===== config.mk =====
export PLATFORM = sky130hd
export DESIGN_NAME = switch_allocator
export DESIGN_NICKNAME = d
export VERILOG_FILES = /design/src/rtl/switch_allocator.sv
export SDC_FILE = /design/constraint.sdc
export NUM_CORES = 1
export LEC_CHECK = 0
export BUFFER_PORTS_ARGS = -buffer_cell sky130_fd_sc_hd__buf_2
export CAP_MARGIN = 10
export CELL_PAD_IN_SITES_DETAIL_PLACEMENT = 2
export CELL_PAD_IN_SITES_GLOBAL_PLACEMENT = 2
export CORE_AREA = 2 2 136 191
export CTS_CLUSTER_DIAMETER = 120
export DETAILED_ROUTE_END_ITERATION = 10
export DIE_AREA = 0 0 138 193
export GPL_ROUTABILITY_DRIVEN = 0
export GPL_TIMING_DRIVEN = 0
export PLACE_DENSITY = 0.86
export SLEW_MARGIN = 20
export SYNTH_ARGS = -nofsm -noshare
export SYNTH_HDL_FRONTEND = slang
export SYNTH_SLANG_ARGS = --single-unit

===== constraint.sdc =====
create_clock -name clk -period 5.75 [get_ports clk]
set_input_delay 0.2875 -clock clk [delete_from_list [all_inputs] [get_ports clk]]
set_output_delay 0.2875 -clock clk [all_outputs]
set_load 0.05 [all_outputs]

===== src/rtl/switch_allocator.sv =====
// rtl/switch_allocator.sv - separable input-first switch allocator
// Stage 1 picks one VC per input, stage 2 picks one input per output; results are registered.
module switch_allocator #(
  parameter int PORT_NUM = 5,
  parameter int VC_NUM = 2,
  localparam int PORT_SIZE = $clog2(PORT_NUM),
  localparam int VC_SIZE = $clog2(VC_NUM)
) (
  input  logic                                               clk,
  input  logic                                               rst,
  input  logic [PORT_NUM-1:0][VC_NUM-1:0]                    request_i,
  input  logic [PORT_NUM-1:0][VC_NUM-1:0][PORT_SIZE-1:0]     out_port_i,
  output logic [PORT_NUM-1:0][VC_NUM-1:0]                    vc_grant_o,
  output logic [PORT_NUM-1:0][PORT_SIZE-1:0]                 sel_o,
  output logic [PORT_NUM-1:0]                                valid_o
);

  localparam logic [PORT_SIZE-1:0] PORT_LAST = PORT_SIZE'(PORT_NUM - 1);
  localparam logic [VC_SIZE-1:0]   VC_LAST   = VC_SIZE'(VC_NUM - 1);

  logic [PORT_NUM-1:0][VC_SIZE-1:0]   in_ptr_q, in_ptr_d;
  logic [PORT_NUM-1:0][PORT_SIZE-1:0] out_ptr_q, out_ptr_d;
  logic [PORT_NUM-1:0][VC_NUM-1:0]    grant_q, grant_d;
  logic [PORT_NUM-1:0][PORT_SIZE-1:0] sel_q, sel_d;
  logic [PORT_NUM-1:0]                valid_q, valid_d;

  logic [PORT_NUM-1:0]                cand_valid;
  logic [PORT_NUM-1:0][VC_SIZE-1:0]   cand_vc;
  logic [PORT_NUM-1:0][PORT_SIZE-1:0] cand_port;

  // Stage 1: per input, first effective VC request at or after in_ptr.
  always_comb begin
    logic [VC_SIZE:0]   vsum;
    logic [VC_SIZE-1:0] vidx;
    cand_valid = '0;
    cand_vc    = '0;
    cand_port  = '0;
    vsum       = '0;
    vidx       = '0;
    for (int p = 0; p < PORT_NUM; p++) begin
      for (int k = 0; k < VC_NUM; k++) begin
        vsum = {1'b0, in_ptr_q[p]} + (VC_SIZE + 1)'(k);
        if (vsum >= (VC_SIZE + 1)'(VC_NUM)) vsum = vsum - (VC_SIZE + 1)'(VC_NUM);
        vidx = vsum[VC_SIZE-1:0];
        if (!cand_valid[p] && request_i[p][vidx] && (out_port_i[p][vidx] <= PORT_LAST)) begin
          cand_valid[p] = 1'b1;
          cand_vc[p]    = vidx;
          cand_port[p]  = out_port_i[p][vidx];
        end
      end
    end
  end

  // Stage 2: per output, first candidate input at or after out_ptr; also next-state.
  always_comb begin
    logic [PORT_SIZE:0]   psum;
    logic [PORT_SIZE-1:0] pidx;
    logic [PORT_SIZE-1:0] win;
    logic                 found;
    grant_d   = '0;
    sel_d     = '0;
    valid_d   = '0;
    in_ptr_d  = in_ptr_q;
    out_ptr_d = out_ptr_q;
    psum      = '0;
    pidx      = '0;
    win       = '0;
    found     = 1'b0;
    for (int o = 0; o < PORT_NUM; o++) begin
      found = 1'b0;
      win   = '0;
      for (int k = 0; k < PORT_NUM; k++) begin
        psum = {1'b0, out_ptr_q[o]} + (PORT_SIZE + 1)'(k);
        if (psum >= (PORT_SIZE + 1)'(PORT_NUM)) psum = psum - (PORT_SIZE + 1)'(PORT_NUM);
        pidx = psum[PORT_SIZE-1:0];
        if (!found && cand_valid[pidx] && (cand_port[pidx] == PORT_SIZE'(o))) begin
          found = 1'b1;
          win   = pidx;
        end
      end
      if (found) begin
        valid_d[o]                = 1'b1;
        sel_d[o]                  = win;
        grant_d[win][cand_vc[win]] = 1'b1;
        out_ptr_d[o]              = (win == PORT_LAST) ? '0 : win + 1'b1;
        in_ptr_d[win]             = (cand_vc[win] == VC_LAST) ? '0 : cand_vc[win] + 1'b1;
      end
    end
  end

  always_ff @(posedge clk or posedge rst) begin
    if (rst) begin
      in_ptr_q  <= '0;
      out_ptr_q <= '0;
      grant_q   <= '0;
      sel_q     <= '0;
      valid_q   <= '0;
    end else begin
      in_ptr_q  <= in_ptr_d;
      out_ptr_q <= out_ptr_d;
      grant_q   <= grant_d;
      sel_q     <= sel_d;
      valid_q   <= valid_d;
    end
  end

  assign vc_grant_o = grant_q;
  assign sel_o      = sel_q;
  assign valid_o    = valid_q;

endmodule


==> out/qor.csv, run 1 <==
metric;value;unit
crit_top_cell;nor2_1;
synth.yosys.seq_area_share;0.137;
worstHoldPathType;primary input to async pin;
drt-initial-drc-count;524;
pre_cts_ws;0.202;ns
grt_first_pass_wirelength;62100;um
worstPathCellList;buf_2 > inv_2 > ha_1 > inv_1 > fa_1 > nor2_1 > mux2i_1 > or3b_1 > o311ai_0 > a21boi_1 > nand3_1 > o21bai_1 > nor2_1 > a22oi_1 > or4b_4 > mux2_4;
antenna_found_initial;2;
async_flop_share;1.00;
fp.dieH;193;um
rsz0062_at_grt;false;
io_buffers;64;
max_stage_delay;0.60;ns
final_area;0.0100;mm2
synth.avg_cell_area;7.58;um2
ios;72;
finalWirelength;39400;um
num-nets-final;1374;
relSlewSlack;0.138;
status;finished, final reports clean;
wl_per_cell;24.7;um
synth.net_count;1302;
stdcell_count;1598;
clkSinkCount;50;
syn_to_final_growth;10.0;%
dpl.cell_count;1589;
num_rows;69;
grt-ovfl-total;0;
cts_tree;built;
coreArea;0.0250;mm2
place_area;0.00986;mm2
num_vias;10500;
critPathRequiredTime;5.95;ns
maxCapViolCount;0;
arrival;5.72;ns
tightest_slew;1.29;ns
initial_utilization;0.365;
critPathKind;flop to flop;
finalCritPeriodShare;0.959;
fmax;181;MHz
critical_path.top_delay_family;simple AND/OR/NAND/NOR gates;
cts_setup_buffers;0;
synth_area;0.00913;mm2
clock_latency;0.31;ns
yosys_warnings;0;
end_kind;flop;
crit_buf_inv;3;
setup_viol;0;
tritoncts.num_buffers;5;
clock_skew;0.0108;ns
clock_path_buffers;2;
clkTransAtPathRegs;0.08;ns
synth_edf_count;0;
layout-drive-gt1-share;0.137;
track_usage;0.289;
grt_pass1_vias;11200;
ys_ff_latch;50;
grt_max_degree;51;
htree_levels;2;
syn_inst;1205;
hpwl;32100;um
crit_fanout;10;
die_w;138;um
postRouteAntennaNets;0;
maxSlewViolCount;0;
firstDrtPassIters;5;
via_per_inst;6.60;
hold_violations;0;
cp-start-kind;flop;
clockRootBuffer;clkbuf_16;
crit_slowest_cell;o21bai_1;
die_area;0.0266;mm2
ys_types;119;
final_core_util;0.401;
postCtsHoldBufs;0;
setup_ws;0.234;ns
period_minus_slack;5.52;ns
ys.flop_type;dfrtp_1;
drc;0;
-- final cells by class --
type	count	area (um2)
fillers	2960	15000
multi-input cells	1030	7390
flip-flops and latches	50	1250
well taps	319	399
repair buffers	65	325
inverters	74	280
plain buffers	51	235
clock buffers	6	139
clock inverters	2	17.5
diodes	1	2.50
-- path summary, 6_finish.rpt --
path                                                from                        to  slack (ns)  cells after the start
max in group asynchronous                            rst  out_ptr_q[2]$_DFFE_PP0P_        5.17                      2
worst max register to register  out_ptr_q[9]$_DFFE_PP0N_     in_ptr_q[1]$_DFF_PP0_        0.23                     16
worst max-delay path            out_ptr_q[9]$_DFFE_PP0N_     in_ptr_q[1]$_DFF_PP0_        0.23                     16
min in group clk                            request_i[3]     in_ptr_q[1]$_DFF_PP0_        0.43                      3
worst min register to register  out_ptr_q[4]$_DFFE_PP0N_  out_ptr_q[4]$_DFFE_PP0N_        0.86                      1
worst min-delay path                                 rst   vc_grant_o[9]$_DFF_PP0_        0.09                      2
-- Yosys cell counts, types with 11 or more instances --
library cell,n,area [um2]
buf_2,15,75.1
ha_1,50,626
nor4_1,14,87.6
and2_1,11,68.8
a211oi_1,26,195
a21o_1,15,113
clkbuf_1,29,109
xnor2_1,23,201
o21a_1,15,113
o211ai_1,13,97.6
and3_1,18,113
inv_1,70,263
mux2i_1,40,400
nand2_1,86,323
dfrtp_1,50,1250
a22oi_1,14,105
o21ai_0,70,350
o22ai_1,20,125
nor3_1,27,135
nand3_1,40,200
nor3b_1,16,120
nand2b_1,34,213
nor2b_1,25,156
a31oi_1,12,75.1
o31ai_1,16,120
a21oi_1,78,390
nor2_1,87,327
-- layer usage --
layer / part of all wire / GRT usage / vias to the layer above
li1: - / - / 4790
met1: 0.39 / 0.319 / 5387
met2: 0.53 / 0.565 / 262
met3: 0.033 / 0.0257 / 103
met4: 0.043 / 0.125 / 0
met5: 0 / 0 / -
-- registers in the layout, indices dropped and copies added (netlist names) --
name / flops
vc_grant_o: 10
in_ptr_q: 5
sel_o: 15
valid_o: 5
out_ptr_q: 15
-- stage by stage --
stage               TNS [ns]  hold WS, ns
finish                     0       0.0858
global route               0        0.152
CTS                        0        0.123
detailed placement         0        0.463
global placement    -0.00201        0.812
floorplan                  0        0.596
-- cell families (layout without fill, tap and decap cells) --
kind of cell	Yosys count	in the layout	synth area share
compound gates	454	454	0.372
xor+xnor	25	25	0.0240
fa+ha+maj	55	55	0.0795
buf+inv	125	198	0.0561
flops	50	50	0.137
mux	53	53	0.0625
other cells	0	1	0
simple gates	443	443	0.269
-- layout by cell type, fill, tap and decap left out, types with 16 or more instances in the layout --
master / synthesis / layout
o31ai_1: 16 / 16
nand2b_1: 34 / 34
nor2_1: 87 / 87
inv_1: 70 / 69
o22ai_1: 20 / 20
nand3_1: 40 / 40
nor3_1: 27 / 27
nand2_1: 86 / 86
and3_1: 18 / 18
o21ai_0: 70 / 69
dfrtp_1: 50 / 50
nor3b_1: 16 / 16
xnor2_1: 23 / 23
mux2i_1: 40 / 40
clkbuf_1: 29 / 28
a211oi_1: 26 / 25
ha_1: 50 / 50
nor2b_1: 25 / 25
buf_2: 15 / 80
a21oi_1: 78 / 78
-- repair_timing --
action,CTS,global route
endpoints found under the setup margin,0,6
gates resized for setup,0,4
hold endpoints to repair,0,0
Power of run 1 is left out: the tool's default activity adds up to more than one toggle a clock period on the data nets, which glitch-free logic cannot reach.
==> inputs of run 2 (changes only) <==
- ABC_AREA: default -> 1
- CORE_AREA: 2 2 136 191 -> 2 2 143 201
- DIE_AREA: 0 0 138 193 -> 0 0 145 203
==> run 2 against run 1 <==
Against the previous run: largest cell class unchanged; first-iteration DRC count down 25%; flip-flop and latch count unchanged; global-route usage down 2.0 points; sequential share of layout area about the same; synthesized area fell by 0.84%; register-to-register slack gained 0.34 ns; critical endpoint unchanged; setup slack improved by 0.34 ns; hold slack lost 0.018 ns; clock skew up 0.0018 ns; design area down 0.15%; utilization decreased by 3.6 points; critical path type unchanged.
==> out/qor.csv, run 2 <==
metric;value;unit;change
syn_inst;1546;;+28%
finalWirelength;39800;um;+0.97%
tightest_slew;0.999;ns;-0.290 ns
clock_path_buffers;2;;unchanged
crit_fanout;8;;-2
num_rows;72;;+4.3%
ios;72;;unchanged
end_kind;flop;;
clkSinkCount;50;;unchanged
wl_per_cell;20.0;um;-19%
fp.dieH;203;um;+5.2%
synth.net_count;1643;;+26%
postCtsHoldBufs;0;;unchanged
worstHoldPathType;primary input to async pin;;
clock_latency;0.32;ns;about the same
die_area;0.0294;mm2;+11%
async_flop_share;1.00;;unchanged
ys_ff_latch;50;;unchanged
fillers;3552;;+20%
firstDrtPassIters;4;;-1
synth.avg_cell_area;5.86;um2;-23%
worstReg2RegStart;out_ptr_q[3]$_DFFE_PP0N_;;
io_buffers;71;;+11%
period_minus_slack;5.18;ns;-0.337 ns
antenna_found_initial;0;;-2
crit_path_start;out_ptr_q[3]$_DFFE_PP0N_;;
drc;0;;unchanged
initial_utilization;0.329;;-0.0352
layout-drive-gt1-share;0.151;;+0.0138
track_usage;0.269;;-0.0201
grt_pass1_vias;12100;;+8.4%
fmax;193;MHz;+6.5%
htree_levels;2;;unchanged
grt_max_degree;51;;unchanged
rsz0062_at_grt;false;;
clockRootBuffer;clkbuf_16;;
final_cell_mix;nand2_1, inv_1, nand3_1;;
arrival;5.37;ns;-0.35 ns
die_w;145;um;+5.1%
yosys.area.top_type;nand2_1;;
drt-initial-drc-count;394;;-25%
yosys_warnings;0;;unchanged
cts_setup_buffers;0;;unchanged
final_core_util;0.365;;-0.0362
syn_to_final_growth;10.8;%;
cp-start-kind;flop;;
synth_area;0.00905;mm2;-0.84%
clock_skew;0.0126;ns;+0.00179 ns
status;finished, final reports clean;;
synth_edf_count;0;;unchanged
ys.flop_type;dfrtp_1;;
cts_tree;built;;
critPathKind;flop to flop;;
holdWs;0.0674;ns;-0.0184 ns
ys_types;55;;-54%
synthTopCellsByArea;nand2_1, dfrtp_1, inv_1, nand3_1, ha_1;;
setup_viol;0;;unchanged
grt_first_pass_wirelength;63700;um;+2.7%
yosysTopAreaCellShare;0.186;;+0.0487
diodes;0;;-1
maxSlewViolCount;0;;unchanged
coreArea;0.0275;mm2;+9.7%
hold_violations;0;;unchanged
maxCapViolCount;0;;unchanged
via_per_inst;5.48;;-17%
clkTransAtPathRegs;0.08;ns;about the same
postRouteAntennaNets;0;;unchanged
synth.most_common_cell;nand2_1;;
critPathRequiredTime;5.94;ns;about the same
tritoncts.num_buffers;5;;unchanged
grt-ovfl-total;0;;unchanged
tns;0;ns;unchanged
hpwl;32800;um;+2.4%
finalCritPeriodShare;0.901;;-0.0587
relSlewSlack;0.327;;+0.189
synthTopCellsByCount;nand2_1, inv_1, nand3_1;;
num_vias;10900;;+3.7%
final_common_cell;nand2_1;;
num-nets-final;1721;;+25%
cts_resized;0;;unchanged
synth.yosys.seq_area_share;0.138;;+0.00116
## run 2: critical path: stages (launching register included)
cell	delay (ns)
dfrtp_1	0.45
buf_2	0.22
inv_1	0.24
ha_1	0.21
inv_1	0.05
fa_1	0.40
a21oi_1	0.27
xor2_1	0.54
inv_1	0.19
nand2_1	0.12
o21ai_1	0.07
nand2_1	0.06
nand2_1	0.06
nand2_1	0.06
nand2_1	0.07
nor2_2	0.23
inv_1	0.11
nor3_1	0.20
nor2_1	0.11
nand3_2	0.16
inv_1	0.12
nand3_1	0.12
nand2_1	0.12
nand3_2	0.16
nand2_1	0.11
nand3_1	0.16
nand3_1	0.09
a21oi_1	0.32
## run 2: kinds of logic after synthesis
family,count (synthesis),synth area share
multiplexers,2,0.00221
buffers and inverters,254,0.113
XOR/XNOR,30,0.0307
adder cells (fa/ha/maj),55,0.0802
AO/OA/AOI/OAI,271,0.179
flip-flops,50,0.138
AND/OR/NAND/NOR,884,0.457
## run 2: layer usage
layer / vias up / wire (um) / track usage
met2: 203 / 21500 / 0.523
li1: 5182 / - / -
met5: - / 0 / 0
met1: 5437 / 14900 / 0.284
met4: 0 / 1950 / 0.136
met3: 106 / 1440 / 0.0294
## run 2: through the flow
| stage | instances | worst slack [ns] | instance area, um2 |
|---|---|---|---|
| detailed placement | 1987 | 0.746 | 9870 |
| finish | 1995 | 0.572 | 10000 |
| floorplan | 1546 | 1.89 | 9050 |
| global placement | 1987 | 0.992 | 9870 |
| global route | 1995 | 0.183 | 10000 |
| CTS | 1995 | 0.685 | 10000 |
## run 2: final cells by class
class | instances | area [um2] | area share
Multi-Input combinational cell | 1242 | 6780 | 0.676
Sequential cell | 50 | 1250 | 0.125
Inverter | 240 | 913 | 0.0911
Tap cell | 370 | 463 | 0.0462
Timing Repair Buffer | 71 | 355 | 0.0354
Clock buffer | 5 | 125 | 0.0125
Buffer | 14 | 110 | 0.0110
Clock inverter | 3 | 28.8 | 0.00287
## run 2: worst paths after layout
kind	endpoint	slack [ns]	depth (start not counted)
min in group clk	out_ptr_q[14]$_DFFE_PP0N_	0.77	2
max	in_ptr_q[1]$_DFF_PP0_	0.57	27
max reg2reg	in_ptr_q[1]$_DFF_PP0_	0.57	27
max in group asynchronous	sel_o[1]$_DFF_PP0_	5.19	2
min reg2reg	out_ptr_q[14]$_DFFE_PP0N_	0.77	2
min	vc_grant_o[5]$_DFF_PP0_	0.07	2
Power of run 2 is left out for the same reason.
==> inputs of run 3 (changes only) <==
- ABC_AREA: 1 -> default
- CORE_AREA: 2 2 143 201 -> 2 2 136 191
- DIE_AREA: 0 0 145 203 -> 0 0 138 193
- RECOVER_POWER: default -> 50
==> run 3 against run 2 <==
Against the previous run: the flow now finishes with violations (max-capacitance violations, max-slew violations); sequential share of layout area is essentially flat; global-route usage grew 2.0 points; flip-flop and latch count is the same; critical path type unchanged; cell count shrank 20%; clock skew shrank 0.0016 ns; count of clock-buffer cells in the layout grew 1.
==> out/qor.csv, run 3 (synthesis results as in run 1) <==
metric;value;unit;change
maxSlewViolCount;51;;+51
r2r-end;in_ptr_q[1]$_DFF_PP0_;;
relSlewSlack;-0.711;;-1.04
via_per_inst;6.60;;+20%
critPathKind;flop to flop;;
die_area;0.0266;mm2;-9.5%
postRouteAntennaNets;0;;unchanged
hold_path_end;in_ptr_q[1]$_DFF_PP0_;;
die_w;138;um;-4.8%
tightest_slew;2.55;ns;+1.55 ns
maxCapViolCount;1;;+1
ff2ff_setup_slack;0.24;ns;-0.34 ns
hold_violations;0;;unchanged
drc;0;;unchanged
final_common_cell;nor2_1;;
antenna_found_initial;2;;+2
initial_utilization;0.365;;+0.0352
period_minus_slack;5.51;ns;+0.336 ns
fp.dieH;193;um;-4.9%
num_vias;10500;;-3.6%
rsz0062_at_grt;false;;
tritoncts.num_buffers;5;;unchanged
wl_per_cell;24.7;um;+24%
reg2reg_depth;16;;-41%
crit_fanout;10;;+2
critPathRequiredTime;5.95;ns;about the same
max_stage_delay;0.60;ns;+0.06 ns
layout-drive-gt1-share;0.125;;-0.0256
stdcell_count;1598;;-20%
hpwl;32100;um;-2.3%
num_rows;69;;-4.2%
io_buffers;64;;-9.9%
clkTransAtPathRegs;0.08;ns;about the same
setup_viol;0;;unchanged
cp-start-kind;flop;;
clock_skew;0.0109;ns;-0.00165 ns
hold_path.startpoint;request_i[3];;
clock_path_buffers;2;;unchanged
coreArea;0.0250;mm2;-8.9%
worstReg2RegStart;out_ptr_q[9]$_DFFE_PP0N_;;
clock_latency;0.31;ns;about the same
grt_pass1_vias;11200;;-7.7%
track_usage;0.289;;+0.0201
arrival;5.72;ns;+0.35 ns
crit_top_cell;nor2_1;;
cts_tree;built;;
finalWirelength;39500;um;-0.81%
hold_depth;3;;
crit_slowest_cell;o21bai_1;;
grt_first_pass_wirelength;62100;um;-2.6%
postCtsHoldBufs;0;;unchanged
worstPathCellList;buf_2 > inv_2 > ha_1 > inv_1 > fa_1 > nor2_1 > mux2i_1 > or3b_1 > o311ai_0 > a21boi_1 > nand3_1 > o21bai_1 > nor2_1 > a22oi_1 > or4b_4 > mux2_4;;
dpl.cell_count;1589;;-20%
finalCritPeriodShare;0.959;;+0.0584
cts_setup_buffers;0;;unchanged
final_cell_mix;nor2_1, nand2_1, a21oi_1;;
fillers;2971;;-16%
grt_max_degree;51;;unchanged
status;finished, violations left;;
multi_input_comb_area;0.00739;mm2;+9.0%
drt-initial-drc-count;524;;+33%
htree_levels;2;;unchanged
worstHoldPathType;primary input to flop;;
violations;max-capacitance violations, max-slew violations;;
grt-ovfl-total;0;;unchanged
clkSinkCount;50;;unchanged
num-nets-final;1374;;-20%
clockRootBuffer;clkbuf_16;;
end_kind;flop;;
fmax;181;MHz;-6.1%
cts_resized;0;;unchanged
syn_to_final_growth;9.79;%;
firstDrtPassIters;5;;+1
ios;72;;unchanged
register_area;0.00125;mm2;unchanged
## run 3: final cells by class
cell class | instances | area share
Buffer | 51 | 0.0235
Sequential cell | 50 | 0.125
Tap cell | 319 | 0.0398
Timing Repair Buffer | 65 | 0.0306
Clock buffer | 6 | 0.0139
Multi-Input combinational cell | 1030 | 0.738
Inverter | 74 | 0.0278
Antenna cell | 1 | 0.000250
Clock inverter | 2 | 0.00175
## run 3: layer usage
| layer | vias to the layer above | routed length [um] | global-route usage |
|---|---|---|---|
| met3 | 101 | 1170 | 0.0257 |
| met2 | 258 | 21000 | 0.565 |
| li1 | 4789 | - | - |
| met5 | - | 0 | 0 |
| met1 | 5391 | 15600 | 0.319 |
| met4 | 0 | 1680 | 0.125 |
## run 3: how the worst max path moves through the flow
| stage | startpoint | end | slack, ns |
|---|---|---|---|
| finish | out_ptr_q[9]$_DFFE_PP0N_ | in_ptr_q[1]$_DFF_PP0_ | 0.24 |
| global route | out_ptr_q[6]$_DFFE_PP0N_ | in_ptr_q[1]$_DFF_PP0_ | 0.01 |
| CTS | out_ptr_q[3]$_DFFE_PP0N_ | in_ptr_q[0]$_DFF_PP0_ | 0.16 |
| detailed placement | out_ptr_q[3]$_DFFE_PP0N_ | in_ptr_q[0]$_DFF_PP0_ | 0.20 |
| global placement | out_ptr_q[3]$_DFFE_PP0N_ | in_ptr_q[0]$_DFF_PP0_ | -0.002 |
| floorplan | out_ptr_q[9]$_DFFE_PP0N_ | in_ptr_q[1]$_DFF_PP0_ | 1.43 |
## run 3: metrics by stage
stage               utilization   TNS, ns  setup slack, ns  instance area, um2  hold slack, ns
floorplan                     -         0             1.43                9130           0.596
global placement          0.393  -0.00201         -0.00201                9850           0.812
detailed placement        0.394         0            0.202                9860           0.463
CTS                       0.400         0            0.161               10000           0.123
global route              0.400         0           0.0121               10000           0.464
finish                    0.400         0            0.236               10000           0.433
## run 3: critical path, delay by kind of cell (launching register included)
kind	cells	cell delay, ns
muxes	2	0.70
and+or+nand+nor	5	1.58
AOI/OAI and AO/OA	4	1.46
adders and majority gates	2	0.72
DFF	1	0.45
buffers and inverters	3	0.49
Power of run 3 is left out for the same reason.
